[src/rtl/mips_pkg.sv]
// mips_pkg: opcodes, sequencer state encoding and datapath select encodings shared by mc_ctrl and datapath
package mips_pkg;
    localparam logic [5:0] OP_RTYPE = 6'h00;
    localparam logic [5:0] OP_J     = 6'h02;
    localparam logic [5:0] OP_BEQ   = 6'h04;
    localparam logic [5:0] OP_ADDI  = 6'h08;
    localparam logic [5:0] OP_LW    = 6'h23;
    localparam logic [5:0] OP_SW    = 6'h2B;
    localparam logic [5:0] OP_HALT  = 6'h3F;
    typedef enum logic [2:0] {
        S_IDLE   = 3'd0,
        S_FETCH  = 3'd1,
        S_DECODE = 3'd2,
        S_EXEC   = 3'd3,
        S_MEM    = 3'd4,
        S_WB     = 3'd5,
        S_HALT   = 3'd6
    } state_t;
    localparam logic [1:0] ALU_ADD   = 2'd0;
    localparam logic [1:0] ALU_SUB   = 2'd1;
    localparam logic [1:0] ALU_FUNCT = 2'd2;
    localparam logic [1:0] PC_SEQ    = 2'd0;
    localparam logic [1:0] PC_BR     = 2'd1;
    localparam logic [1:0] PC_JMP    = 2'd2;
    function automatic logic is_legal(input logic [5:0] op);
        return op inside {OP_RTYPE, OP_J, OP_BEQ, OP_ADDI, OP_LW, OP_SW, OP_HALT};
    endfunction
endpackage

[src/rtl/mc_ctrl.sv]
// mc_ctrl: single-clock multicycle sequencer driving the MIPS datapath and a wait-state memory port
module mc_ctrl
    import mips_pkg::*;
#(
    parameter int CNT_W = 32
) (
    input  logic             clk,
    input  logic             rst,
    input  logic [5:0]       opcode,
    input  logic             zero,
    input  logic             mem_ack,
    output logic             mem_req,
    output logic             mem_we,
    output logic             iord,
    output logic             ir_we,
    output logic             pc_we,
    output logic [1:0]       pc_src,
    output logic             alu_src_b,
    output logic [1:0]       alu_op,
    output logic             rf_we,
    output logic             reg_dst,
    output logic             mem_to_reg,
    output logic [2:0]       state,
    output logic             halted,
    output logic             illegal,
    output logic [CNT_W-1:0] retired
);
    state_t     state_q, state_d;
    logic [5:0] op_q;
    logic       fetch, exec, mem, wb, retire;

    always_comb begin
        fetch      = state_q == S_FETCH;
        exec       = state_q == S_EXEC;
        mem        = state_q == S_MEM;
        wb         = state_q == S_WB;
        state      = state_q;
        mem_req    = fetch || mem;
        iord       = mem;
        mem_we     = mem && op_q == OP_SW;
        ir_we      = fetch && mem_ack;
        pc_we      = (fetch && mem_ack) || (exec && (op_q == OP_J || (op_q == OP_BEQ && zero)));
        pc_src     = exec && op_q == OP_BEQ ? PC_BR : exec && op_q == OP_J ? PC_JMP : PC_SEQ;
        alu_src_b  = exec && (op_q == OP_ADDI || op_q == OP_LW || op_q == OP_SW);
        alu_op     = exec && op_q == OP_RTYPE ? ALU_FUNCT : exec && op_q == OP_BEQ ? ALU_SUB : ALU_ADD;
        rf_we      = wb;
        reg_dst    = wb && op_q == OP_RTYPE;
        mem_to_reg = wb && op_q == OP_LW;
        halted     = state_q == S_HALT;
        illegal    = exec && !is_legal(op_q);
        retire     = wb || (mem && mem_ack && op_q == OP_SW)
                     || (exec && (op_q == OP_BEQ || op_q == OP_J || op_q == OP_HALT));
    end

    always_comb begin
        state_d = S_IDLE;
        case (state_q)
            S_IDLE:   state_d = S_FETCH;
            S_FETCH:  state_d = mem_ack ? S_DECODE : S_FETCH;
            S_DECODE: state_d = S_EXEC;
            S_EXEC:   state_d = op_q == OP_RTYPE || op_q == OP_ADDI ? S_WB
                              : op_q == OP_LW || op_q == OP_SW ? S_MEM
                              : op_q == OP_HALT ? S_HALT : S_FETCH;
            S_MEM:    state_d = !mem_ack ? S_MEM : op_q == OP_SW ? S_FETCH : S_WB;
            S_WB:     state_d = S_FETCH;
            S_HALT:   state_d = S_HALT;
            default:  state_d = S_IDLE;
        endcase
    end

    always_ff @(posedge clk or posedge rst) begin
        if (rst) begin
            state_q <= S_IDLE;
            op_q    <= '0;
            retired <= '0;
        end else begin
            state_q <= state_d;
            if (state_q == S_DECODE) op_q <= opcode;
            if (retire) retired <= retired + 1'b1;
        end
    end
endmodule
[config.mk]
export PLATFORM = sky130hd
export DESIGN_NAME = mc_ctrl
export DESIGN_NICKNAME = d
export VERILOG_FILES = /design/src/rtl/mips_pkg.sv /design/src/rtl/mc_ctrl.sv
export SDC_FILE = /design/constraint.sdc
export NUM_CORES = 1
export LEC_CHECK = 0
export CORE_MARGIN = 2
export CORE_UTILIZATION = 52
export CTS_BUF_LIST = sky130_fd_sc_hd__clkbuf_16
export CTS_CLUSTER_DIAMETER = 120
export DETAILED_ROUTE_END_ITERATION = 12
export PLACE_DENSITY = 0.93
export SLEW_MARGIN = 10
export SYNTH_ARGS = -nofsm -noshare
export SYNTH_HDL_FRONTEND = slang
export SYNTH_SLANG_ARGS = --single-unit
[constraint.sdc]
create_clock -name clk -period 3.53 [get_ports clk]
set_input_delay 0.8825 -clock clk [delete_from_list [all_inputs] [get_ports clk]]
set_output_delay 0.8825 -clock clk [all_outputs]
set_load 0.005 [all_outputs]
==> Word-level counts from Yosys, hierarchy flattened <==
Cells that the tools add are included.
{ "classes": {"n_addsub": 1, "n_mul": 0, "div_mod_pow": 0, "order_cmp": 0, "n_eq_ne": 12, "shifts": 0, "muxes": 11, "bitwise_logic": 0, "reduce_logical": 30} }
{ "ops": {"columns": ["op", "count"], "rows": [
  ["adder 32 x 1 -> 32 bit, second input constant", 1],
  ["== test 6 bit, second input constant", 3],
  ["case mux 3 bit (6 select lines)", 1],
  ["2-to-1 mux 3 bit", 5],
  ["logical AND 1 bit", 14],
  ["logical OR 1 bit", 11],
  ["== test 3 bit, second input constant", 3],
  ["2-to-1 mux 2 bit", 4],
  ["nonzero test 7 bit", 1],
  ["== test 3 x 2 -> 1 bit, second input constant", 2],
  ["== test 6 x 2 -> 1 bit, second input constant", 1],
  ["== test 6 x 3 -> 1 bit, second input constant", 1],
  ["== test 6 x 4 -> 1 bit, second input constant", 1],
  ["zero test 6 bit", 1],
  ["== test 3 x 1 -> 1 bit, second input constant", 1],
  ["zero test 3 bit", 1],
  ["OR reduction 2 bit", 1],
  ["zero test 1 bit", 1],
  ["2-to-1 mux 1 bit", 1]
]} }
{ "totals": {"reg_bits": 41, "latch_bits": 0, "ramBits": 0, "rom_bits": 0, "inputBits": 10, "out_inout_bits": 50, "elab_cells": 57, "memories": 0} }

==> Logic depth before layout (Yosys ltp) <==
{ "logic_depth": {"ltp_word": 5, "mapped_depth": 6, "ltp_nobuf": 5} }

==> Least setup slack after synthesis <==
Ideal clock, no wire load.
{ "synth_timing": {"kind": "reg-to-output", "startpoint": "register op_q[0]", "endpoint": "output pc_we", "arrival_time_ps": 1621, "required_time_ps": 2648, "slack_ps": 1027, "stages_incl_launch_ff": 5, "n_path_buf": 0, "cell_sequence": "dfrtp_1 -> or3_1 -> nor2_1 -> nor4bb_1 -> a211o_1"} }
{ "synth_via": {"elab_chain_cells": 5, "elab_cells_between_ends": 6, "classes_between": "eq/ne (2); reduce/logical (4)"} }
{ "synth_lines": {"columns": ["element", "line", "text"], "rows": [
  ["start: declaration", "mc_ctrl.sv:29", "logic [5:0] op_q;"],
  ["start signal: assignment", "mc_ctrl.sv:78", "if (state_q == S_DECODE) op_q <= opcode;"],
  ["== test 6 x 3 -> 1 bit", "mc_ctrl.sv:42", "pc_we = (fetch && mem_ack) || (exec && (op_q == OP_J || (op_q == OP_BEQ && zero)));"],
  ["logical AND 1 bit", "mc_ctrl.sv:42", null],
  ["logical OR 1 bit *", "mc_ctrl.sv:42", null],
  ["logical AND 1 bit *", "mc_ctrl.sv:42", null],
  ["logical OR 1 bit *", "mc_ctrl.sv:42", null],
  ["end: declaration", "mc_ctrl.sv:16", "output logic pc_we,"]
]} }
Every way passes the cells marked *; elsewhere a longest branch is shown, timed or not.

==> Worst setup path in the final report <==
{ "layout_timing": {"startpoint": "register op_q[4]", "endpoint": "output pc_we"} }
Same word-level chain as after synthesis.

==> flow_summary.ini <==
[worst_setup_path]
r2r-start = op_q[1]$_DFFE_PP0P_
crit_fanout = 7
ff2ff_path_depth = 5
cp_cell_sequence = or3_1 -> nor2_1 -> nor4bb_1 -> a211o_1 -> clkdlybuf4s50_1
critical_path_class = register to output pin
slowest_stage = clkdlybuf4s50_1
cp-end-kind = output pin
r2r_setup_slack_ps = 1240
crit_arrival_ps = 2430
startpoint_type = register
timing.rr.end = retired[20]$_DFFE_PP0P_
required_ps = 2650
cpPeakStageDelay_ps = 490

[floorplanning]
ios = 60
die_w_um = 70.5
die_h_um = 70.5
core_um2 = 4320
num_rows = 24
initial_core_util_pct = 53.2
die_area_um2 = 4980

[grt]
grt_use_total_pct = 23.4
antenna_found_initial = 0
grt_pass1_vias = 1907
grt_max_degree = 42
grt-ovfl-total = 0
grt_pass1_wl_mm = 9.08

[synthesis]
mappedNetlistNets = 236
yosys.area_share.simple_pct = 19.7
synth_top_family_by_area = simple AND/OR/NAND/NOR gates
synth_xor_area_share_pct = 12.2
yosys.area.top_type = dfrtp_1
mappedNetlistArea_um2 = 2300
seq_area_frac_synth_pct = 44.6
ys_warn_count = 0
synthAdderAreaFrac_pct = 0.543
synth_top_cells_by_area = dfrtp_1 (45%), xnor2_1 (6.1%), xor2_1 (6.1%)
synth_mux_area_share_pct = 3.42
ys_types = 41
ys_ff_latch = 41
avgSynthCellArea_um2 = 10.2
synth_cells = 225
synth_compound_area_share_pct = 15.9
yosys.area.top_type_share_pct = 44.6

[sta]
period_minus_slack_ps = 3310
report.final.hold_viol_count = 0
rsz0062_at_grt = no
clock-skew-final_ps = 4.59
clock.fmax_mhz = 302
finalSetupTns_ps = 0
slew_violations = 0
setup_slack_ps = 216
worst_slew_pin_slew_ps = 1060
holdWs_ps = 470
slew_headroom_pct = 29.2
finalSetupViolCount = 0
fin_crit_sh_pct = 93.9

[clock_network]
htreeDepth = 2
clock_path_buffers = 2
tritoncts = built
cts_hold_buf = 0
worstSkewPairLatency_ps = 280
postCtsSetupRepairBufs = 0
cts.reportedPaths.clkPinSlew_ps = 50
cts_resized = 0
cts_root_buffer = clkbuf_16
cts_sinks = 41
cts_buffers = 5

[detailed_routing]
final_antenna_net_count = 0
drt-total-wl_mm = 5.48
drc = 0
wire_per_inst_um = 16.4
firstDrtPassIters = 4
vias_per_cell = 5.83
num_vias = 1946
drt_iter0_drc = 194

[placement]
placement.io_buffers = 59
dp_slack_ps = 361
gp_congestion = 0.813
dp_hpwl_mm = 3.98

[worst_hold_path]
hold_end = retired[31]$_DFFE_PP0P_
min_path_cells = 1
worstHoldPathType = register to register
hold_start = retired[31]$_DFFE_PP0P_

[power_and_ir_drop]
power_density_nw_per_um2 = 299
ir_drop_v = 0.000206
leakage_nw = 1.19
power_uw = 915

[cells_and_area]
drive_gt1_share_pct = 9.22
syn_to_final_growth_pct = 32.9
n_antenna_cell = 0
fin_nets = 292
fillers = 333

[status]
status = finished clean

[flow_run]
cap_viol_max_count = 0
[layer usage]
metal | part of all wire, % | track usage, %
met2 | 51 | 40.4
met4 | 1.8 | 7.55
met3 | 3.7 | 5.27
met1 | 43 | 29.3
met5 | 0 | 0
[cell usage in the layout, fill, tap and decap left out, types with 2 or more instances in the layout]
master           instances
a2111oi_2                5
a2111oi_4                2
a211oi_1                 9
a21oi_1                  7
a31oi_1                  2
and3_1                   5
buf_4                    2
clkbuf_16                5
clkdlybuf4s50_1         59
dfrtp_1                 41
inv_1                   11
mux2_2                   7
nand2_1                 14
nand2b_1                 4
nand3_1                 14
nand4_1                  7
nor2_1                  17
nor3_1                   8
nor4bb_1                 2
o2111ai_1                4
o211ai_1                 4
o21ai_0                  2
o22ai_1                  2
or3_1                    2
xnor2_1                 16
xor2_1                  16
[final cells by class]
type	instances	area, µm²	area share (%)
Clock buffer	5	125	4.09
Clock inverter	3	11.3	0.368
Inverter	8	30.0	0.982
Multi-Input combinational cell	164	1200	39.1
Sequential cell	41	1030	33.5
Tap cell	52	65.1	2.13
Timing Repair Buffer	61	606	19.8
[registers in the layout, summed over array words and instances (netlist names)]
name	count
state	3
op_q	6
retired	32
[critical path, delay by kind of cell, from the launching register on]
family | cells | cell delay (ps)
buf+inv | 1 | 490
compound gates | 1 | 180
flops | 1 | 420
simple gates | 3 | 1060
[cell usage after synthesis, drive strengths merged]
master   count
or2          1
nand2       14
o211ai       4
o21bai       1
clkbuf      10
xnor2       16
nor4bb       2
a211oi       9
nor2b        1
nand2b       4
a21oi        7
a211o        1
o21ba        1
ha           1
buf          2
nor3         9
o21a         1
nor4         2
dfrtp       41
nand3       14
mux2         7
o22ai        2
nand3b       1
and3         5
and2         1
nor2        17
inv          8
xor2        16
o21ai        2
and4b        1
and4         1
nand4        8
a31oi        2
o2111ai      4
or3          2
a2111oi      7
[kinds of logic after synthesis]
| logic type | count (synthesis) |
|---|---|
| compound gates | 41 |
| xor+xnor | 32 |
| fa+ha+maj | 1 |
| buf+inv | 20 |
| flops | 41 |
| mux | 7 |
| simple gates | 83 |
[worst max path at each step]
| stage | start | end | slack, ps | depth (start not counted) |
|---|---|---|---|---|
| final | op_q[4]$_DFFE_PP0P_ | pc_we | 220 | 5 |
| after global routing | op_q[4]$_DFFE_PP0P_ | pc_we | 40 | 5 |
| after CTS | op_q[4]$_DFFE_PP0P_ | pc_we | 200 | 5 |
| after detailed placement | mem_ack | pc_we | 360 | 5 |
| after global placement | mem_ack | pc_we | 410 | 5 |
| after floorplan | op_q[0]$_DFFE_PP0P_ | pc_we | 1030 | 4 |
[per-stage QoR]
step           cell area, µm²  cells  util (%)
2_1_floorplan            2300    225         -
3_3_place_gp             2920    326      67.6
3_5_place_dp             2920    326      67.6
4_1_cts                  3060    334      70.7
5_1_grt                  3060    334      70.7
6_report                 3060    334      70.7
[power by group]
group          total (mW)  switching [mW]  internal, mW
combinational      0.0208          0.0110       0.00979
clock               0.424           0.170         0.254
sequential          0.470               0         0.470
(Power assumes the default switching activity.)
